## src/rtl/excp_ctrl.sv

```systemverilog
// excp_ctrl: commit-stage trap sequencer.
// Accepts one trap event (interrupt, exception or ertn) from the commit
// instruction. It then holds flush for FLUSH_CYCLES cycles and issues a
// single-cycle fetch redirect before returning to IDLE.
//
// Ports:
//   clk, rst                      clock, synchronous active-high reset
//   commit_valid/pc/excp/ertn     commit instruction and its trap flags
//   commit_ecode/subecode/badv    exception record of the commit instruction
//   crmd_ie, ecfg_lie, estat_is   interrupt enable, local enables, pending bits
//   eentry_va, tlbrentry_va       trap vectors (sampled in the REDIRECT cycle)
//   era_pc                        ertn return PC (sampled at the event edge)
//   commit_ready                  commit instruction accepted (state IDLE)
//   is_exception, is_ertn         one-cycle pulses to the CSR unit
//   ecode, subecode               latched trap record
//   exception_pc, exception_addr  latched trap record
//   flush                         kill all in-flight pipeline stages
//   redirect_valid, redirect_pc   fetch redirect
module excp_ctrl #(
  parameter int unsigned FLUSH_CYCLES = 2
) (
  input  logic        clk,
  input  logic        rst,
  input  logic        commit_valid,
  input  logic [31:0] commit_pc,
  input  logic        commit_excp,
  input  logic [5:0]  commit_ecode,
  input  logic [8:0]  commit_subecode,
  input  logic [31:0] commit_badv,
  input  logic        commit_ertn,
  input  logic        crmd_ie,
  input  logic [11:0] ecfg_lie,
  input  logic [11:0] estat_is,
  input  logic [31:0] eentry_va,
  input  logic [31:0] tlbrentry_va,
  input  logic [31:0] era_pc,
  output logic        commit_ready,
  output logic        is_exception,
  output logic        is_ertn,
  output logic [5:0]  ecode,
  output logic [8:0]  subecode,
  output logic [31:0] exception_pc,
  output logic [31:0] exception_addr,
  output logic        flush,
  output logic        redirect_valid,
  output logic [31:0] redirect_pc
);

  typedef enum logic [1:0] {
    IDLE,
    FLUSH,
    REDIRECT
  } state_t;

  localparam logic [3:0] LAST_CNT   = 4'(FLUSH_CYCLES - 1);
  localparam logic [5:0] ECODE_TLBR = 6'h3F;

  state_t      state;
  state_t      state_nxt;
  logic [3:0]  flush_cnt;
  logic [3:0]  flush_cnt_nxt;
  logic        int_req_q;
  logic        trap_is_ertn;
  logic [31:0] ertn_target;
  logic        trap_event;

  assign commit_ready = (state == IDLE);
  assign trap_event   = commit_valid & commit_ready &
                        (int_req_q | commit_excp | commit_ertn);

  // State register
  always_ff @(posedge clk) begin
    if (rst) begin
      state     <= IDLE;
      flush_cnt <= '0;
    end else begin
      state     <= state_nxt;
      flush_cnt <= flush_cnt_nxt;
    end
  end

  // Next-state logic
  always_comb begin
    state_nxt     = state;
    flush_cnt_nxt = flush_cnt;
    case (state)
      IDLE: begin
        if (trap_event) begin
          state_nxt     = FLUSH;
          flush_cnt_nxt = '0;
        end
      end
      FLUSH: begin
        if (flush_cnt == LAST_CNT) begin
          state_nxt     = REDIRECT;
          flush_cnt_nxt = '0;
        end else begin
          flush_cnt_nxt = flush_cnt + 4'd1;
        end
      end
      REDIRECT: state_nxt = IDLE;
      default:  state_nxt = IDLE;
    endcase
  end

  // Interrupt request is registered so that detection is one cycle late.
  always_ff @(posedge clk) begin
    if (rst) begin
      int_req_q <= 1'b0;
    end else begin
      int_req_q <= crmd_ie & (|(ecfg_lie & estat_is));
    end
  end

  // Trap record. The priority is interrupt, then exception, then ertn.
  // An ertn leaves the exception record untouched.
  always_ff @(posedge clk) begin
    if (rst) begin
      ecode          <= '0;
      subecode       <= '0;
      exception_pc   <= '0;
      exception_addr <= '0;
      trap_is_ertn   <= 1'b0;
      ertn_target    <= '0;
    end else if (trap_event) begin
      if (int_req_q) begin
        ecode          <= '0;
        subecode       <= '0;
        exception_pc   <= commit_pc;
        exception_addr <= '0;
        trap_is_ertn   <= 1'b0;
      end else if (commit_excp) begin
        ecode          <= commit_ecode;
        subecode       <= commit_subecode;
        exception_pc   <= commit_pc;
        exception_addr <= commit_badv;
        trap_is_ertn   <= 1'b0;
      end else begin
        trap_is_ertn   <= 1'b1;
        ertn_target    <= era_pc;
      end
    end
  end

  // Output decode. The trap vectors are read live in REDIRECT so that
  // CSR writes made during FLUSH take effect.
  always_comb begin
    is_exception   = 1'b0;
    is_ertn        = 1'b0;
    flush          = 1'b0;
    redirect_valid = 1'b0;
    redirect_pc    = '0;
    case (state)
      FLUSH: begin
        flush = 1'b1;
        if (flush_cnt == 4'd0) begin
          is_exception = ~trap_is_ertn;
          is_ertn      = trap_is_ertn;
        end
      end
      REDIRECT: begin
        redirect_valid = 1'b1;
        if (trap_is_ertn)
          redirect_pc = ertn_target;
        else if (ecode == ECODE_TLBR)
          redirect_pc = tlbrentry_va;
        else
          redirect_pc = eentry_va;
      end
      default: ;
    endcase
  end

endmodule
```

## config.mk

```make
export PLATFORM = sky130hd
export DESIGN_NAME = excp_ctrl
export DESIGN_NICKNAME = d
export VERILOG_FILES = /design/src/rtl/excp_ctrl.sv
export SDC_FILE = /design/constraint.sdc
export NUM_CORES = 1
export LEC_CHECK = 0
export BUFFER_PORTS_ARGS = -buffer_cell sky130_fd_sc_hd__clkbuf_2
export CAP_MARGIN = 30
export CELL_PAD_IN_SITES_DETAIL_PLACEMENT = 0
export CELL_PAD_IN_SITES_GLOBAL_PLACEMENT = 1
export CORE_UTILIZATION = 29
export DETAILED_ROUTE_END_ITERATION = 7
export PLACE_DENSITY_LB_ADDON = 0.1
export REMOVE_ABC_BUFFERS = 1
export SLEW_MARGIN = 40
export SYNTH_ARGS = -nofsm -noshare
export SYNTH_HDL_FRONTEND = slang
export SYNTH_SLANG_ARGS = --single-unit
```

## constraint.sdc

```tcl
create_clock -name clk -period 1.4 [get_ports clk]
set_input_delay 0.14 -clock clk [delete_from_list [all_inputs] [get_ports clk]]
set_output_delay 0.14 -clock clk [all_outputs]
set_load 0.01 [all_outputs]
```

==> impl_metrics.toml, run 1 <==
[outcome]
run_status = "finished, violations left"
violations = "negative setup slack"

[critical_path]
critPathSlowestCell = "nor4_1"
worstSetupEndpointType = "output port"
critPathMaxStageDelay_ps = 390
r2r_setup_slack_ps = -220
reg2reg_depth = 6
path_max_fanout = 9
path_class = "reg2out"
regToRegEndpoint = "exception_addr[20]"
worstReg2RegStart = "state[0]"
cp.arrival_ps = 1940
crit_chain = "and4_4, buf_12, buf_12, a211oi_1, nor4_1, buf_2"
worstSetupStartpointType = "flop"
cp_common_cell = "buf_12"
required_ps = 1260

[timing]
period_share_pct = 148
finClkSkew_ps = 12.8
fin_setup_tns_ps = -33900
worst_slack_ps = -676
drv_slew = 0
clock.fmax_mhz = 482
setup_viol = 151
timing_hold_violations_final = 0
rsz0062_at_grt = "yes"
whs_ps = 80.6
slew_headroom_pct = 62.0
tightest_slew_ps = 571
period_needed_ps = 2080

[routing]
drt_iter0_drc = 240
wire_per_inst_um = 18.3
routed-via-count = 7583
drc_errors = 0
routed_wirelength_mm = 27.4
first_pass_iters = 4
vias_per_cell = 5.08
ant_nets = 0

[finish]
regArea_mm2 = 0.00240
antenna_cells = 0
area_growth_pct = 97.6
nets = 1416
multi_input_comb_area_mm2 = 0.00418
design_area_mm2 = 0.0120
instances_no_fill = 1493
layout-drive-gt1-share_pct = 53.9
n_fill_cell = 1821

[global_route]
grt_pass1_wl_mm = 41.2
grt_max_degree = 65
grt_pass1_vias = 7768
gr-total-overflow = 0
track_usage_pct = 24.1
antenna_found_initial = 0

[placed_design]
portBuffers = 320
detailed_place_hpwl_mm = 16.5
gp_congestion = 0.866
dp_cells = 1300
placed_area_mm2 = 0.00849

[clocking]
clk_pin_slew_worst_paths_ps = 60
cts-root-buf = "clkbuf_16"
cts_made_buffers = 17
cts.sinks = 119
cts_tree = "built"
clkLatencyLatePin_ps = 410
htreeDepth = 4
cts_buffer_depth = 2

[synth]
netlist_area_mm2 = 0.00609
synth-edff-count = 0
async_flop_share_pct = 0
synth-main-ff-cell = "dfxtp_1"
ys_seq_area_share_pct = 39.1
synthCells = 724
avgSynthCellArea_um2 = 8.41
synth-seq-cells = 119
synth_cell_types = 41
yosysWarnings = 0

[die]
die_height_um = 147
dieWidth_um = 147
start_util_pct = 29.8
io_pins = 321
rows = 52
die_area_mm2 = 0.0216
core_area_mm2 = 0.0204

[worst_hold_path]
hp-class = "in2reg"
min_path_cells = 3
holdPathEnd = "state[0]"
min_from = "commit_ertn"

[power]
ir_drop_v = 0.000775
powerDensity_mw_per_mm2 = 872
p_leak_uw = 0.00489
finalPower_uw = 10500

[job]
cap_violations = 0
==> layout by cell type, fill, tap and decap left out, types with 7 or more instances in the layout <==
master         count
clkbuf_2         282
dfxtp_1          111
dlygate4sd3_1    111
nand2b_1          66
o21ai_2           65
a21oi_1           59
buf_4             58
nand4b_1          47
nor4_1            37
buf_12            33
nor2b_1           32
mux2i_1           32
buf_2             32
a21oi_2           24
nor4_2            22
nand3_1           22
clkbuf_16         21
buf_6             21
a211oi_1          20
a211oi_2          14
o21ai_4           11
nand3_2           10
buf_16             9
buf_8              7
==> cells by family after synthesis <==
logic type             synth area share, %
muxes                                 5.44
and+or+nand+nor                       28.6
DFF                                   39.1
AOI/OAI and AO/OA                     19.6
buffers and inverters                 7.25
==> critical path, delay by kind of cell (launching register included) <==
kind	cells	cell delay [ps]
simple gates	2	630
buf+inv	3	480
flops	1	340
compound gates	1	70
==> power by group <==
group | internal [uW] | switching (uW)
Combinational | 1340 | 1190
Sequential | 3540 | 121
Clock | 2660 | 1640
Total | 7540 | 2960
==> layout make-up <==
type	count	share of cell area (%)
Multi-Input combinational cell	511	34.7
Inverter	3	0.135
Clock inverter	11	1.05
Timing Repair Buffer	559	37.7
Clock buffer	20	3.71
Tap cell	270	2.81
Sequential cell	119	19.9
==> cells in the mapped netlist (5+ instances only) <==
cell / instances / area, um^2
nand3_1: 34 / 170
nand2b_1: 66 / 413
nor2b_1: 32 / 200
buf_6: 5 / 56.3
nand4b_1: 47 / 412
clkbuf_1: 63 / 236
nand2_1: 5 / 18.8
dfxtp_1: 119 / 2380
nor4_1: 64 / 400
o21ai_1: 9 / 45.0
buf_2: 18 / 90.1
a211oi_1: 35 / 263
o21ai_0: 71 / 355
a21oi_1: 83 / 415
mux2i_1: 32 / 320
==> metrics by stage <==
step	setup slack (ps)	utilization, %
floorplan	-5190	-
global placement	-179	41.5
detailed placement	-212	41.5
CTS	-608	55.3
global route	-768	58.9
finish	-676	58.9
==> routing by layer <==
metal | wire length [um] | track usage (%) | vias up
li1 | - | - | 3683
met1 | 11300 | 28.4 | 3584
met2 | 13700 | 41.8 | 270
met3 | 1750 | 6.61 | 46
met4 | 675 | 8.61 | 0
met5 | 0 | 0 | -
==> registers in the layout, indices dropped and copies added (netlist names) <==
name	count
ertn_target	32
exception_addr	32
flush_cnt	4
exception_pc	32
ecode	6
subecode	9
trap_is_ertn	1
int_req_q	1
state	2
==> worst max path at each step <==
stage,from,end,depth (start not counted)
3_3_place_gp,ecode[1],redirect_pc[4],6
2_1_floorplan,state[1],ertn_target[0],3
4_1_cts,ecode[2],redirect_pc[30],6
5_1_grt,ecode[0],redirect_pc[30],6
6_report,ecode[0],redirect_pc[30],6
3_5_place_dp,ecode[1],redirect_pc[30],6
==> timing repair <==
item	4_1_cts	5_1_grt
pin swaps	27	101
endpoints found under the hold margin	111	0
buffers inserted	25	16
resized for setup	193	179
cloned	17	4
hold buffers	111	0
endpoints found under the setup margin	150	151
Power figures use the tool's default switching activity.
==> inputs of run 2 (changes only) <==
- BUFFER_PORTS_ARGS: -buffer_cell sky130_fd_sc_hd__clkbuf_2 -> -buffer_cell sky130_fd_sc_hd__buf_2
- CORE_UTILIZATION: 29 -> 34
- clock period: 1.4 -> 2.5 ns (I/O delays scaled with it)
==> run 2 against run 1 <==
Sequential cell count is the same. Global-route usage decreased by 2.1 points. Hold slack got worse by 1.0 ps. Setup slack improved by 830 ps. Count of clock-buffer cells in the layout decreased by 1. Critical path depth fell by 2. The flow now finishes without violations. Final cell count is 18% lower. Sequential share of layout area rose by 8.3 points. Critical endpoint is now redirect_pc[11].
==> impl_metrics.toml, run 2 (synthesis results as in run 1) <==
[power]
p_leak_uw = 0.00357
powerDensity_mw_per_mm2 = 658
finalPower_uw = 5560
ir_drop_v = 0.000416

[placed_design]
placement.setup.worst_slack_ps = 631
dp_cells = 1196
gp_congestion = 0.729
detailed_place_hpwl_mm = 14.0
portBuffers = 320

[routing]
wire_per_inst_um = 16.9
ant_nets = 0
vias_per_cell = 5.22
first_pass_iters = 4
routed-via-count = 6416
drc_errors = 0
drt_iter0_drc = 199
routed_wirelength_mm = 20.8

[critical_path]
required_ps = 2250
cp.arrival_ps = 2100
worstSetupStartpointType = "flop"
worstSetupEndpointType = "output port"
path_max_fanout = 28
path_class = "reg2out"

[timing]
period_needed_ps = 2350
setup_viol = 0
worst_slack_ps = 154
slew_headroom_pct = 49.2
finClkSkew_ps = 8.60
clock.fmax_mhz = 426
timing_hold_violations_final = 0
rsz0062_at_grt = "no"
tightest_slew_ps = 763
drv_slew = 0
whs_ps = 79.6
period_share_pct = 93.8

[finish]
instances_no_fill = 1229
final_cell_mix = "319 x buf_2, 118 x dfxtp_1, 83 x a21oi_1"
reg_top3 = "ertn_target x32, exception_addr x32, exception_pc x32"
n_fill_cell = 1787
nets = 1195
layout_commonest_cell = "buf_2"
layout-drive-gt1-share_pct = 38.0
area_growth_pct = 38.7

[job]
cap_violations = 0

[clocking]
cts_resized = 0
cts-root-buf = "clkbuf_16"
clkLatencyLatePin_ps = 420
cts_buffer_depth = 2
cts_setup_buffers = 0
cts_tree = "built"
postCtsHoldBufs = 0
clk_pin_slew_worst_paths_ps = 60
cts_made_buffers = 17
cts.sinks = 119
htreeDepth = 4

[die]
die_height_um = 136
core_area_mm2 = 0.0174
io_pins = 321
rows = 48
start_util_pct = 35.0
die_area_mm2 = 0.0185
dieWidth_um = 136

[worst_hold_path]
hp-class = "in2reg"

[outcome]
run_status = "finished clean"

[global_route]
antenna_found_initial = 3
gr-total-overflow = 0
grt_pass1_vias = 6000
track_usage_pct = 22.0
grt_max_degree = 83
grt_pass1_wl_mm = 31.6
run 2: worst max-delay path, cell delays in order, from the launching register on:
cell and delay (ps):
dfxtp_1 500, nand2_1 290, buf_12 250, nor4_1 430, buf_2 210
run 2: area by class of cell:
cell class,count,area (um^2),share of cell area (%)
Antenna cell,1,2.50,0.0296
Multi-Input combinational cell,511,3270,38.7
Timing Repair Buffer,338,1830,21.6
Clock inverter,13,226,2.68
Clock buffer,19,443,5.24
Tap cell,225,282,3.33
Inverter,3,11.3,0.133
Sequential cell,119,2380,28.2
run 2: final timing paths:
kind / start / cells past startpoint / end / slack [ps]
min: commit_pc[13] / 3 / exception_pc[13] / 80
max: state[1] / 4 / redirect_pc[11] / 150
min reg2reg: exception_addr[23] / 2 / exception_addr[23] / 460
max reg2reg: state[1] / 4 / exception_pc[18] / 720
run 2: where the power goes:
group	internal [uW]	leakage, uW	switching [uW]
Combinational	337	0.00228	417
Clock	1890	0.000319	879
Sequential	1980	0.000968	53.1
Total	4210	0.00357	1350
run 2: metrics by stage:
step / utilization (%) / area, um^2 / setup TNS, ps
global placement: 44.6 / 7780 / 0
detailed placement: 44.6 / 7780 / 0
CTS: 48.5 / 8450 / 0
floorplan: - / 5660 / -357000
global route: 48.5 / 8450 / 0
finish: 48.5 / 8450 / 0
run 2: routing by layer:
metal	up-vias	part of all wire, %	routed length [um]	global-route usage [%]
li1	3220	-	-	-
met1	2930	42	8780	26.1
met2	233	46	9590	36.0
met3	31	9.5	1980	8.65
met4	2	1.9	404	7.68
met5	-	0.053	11	0
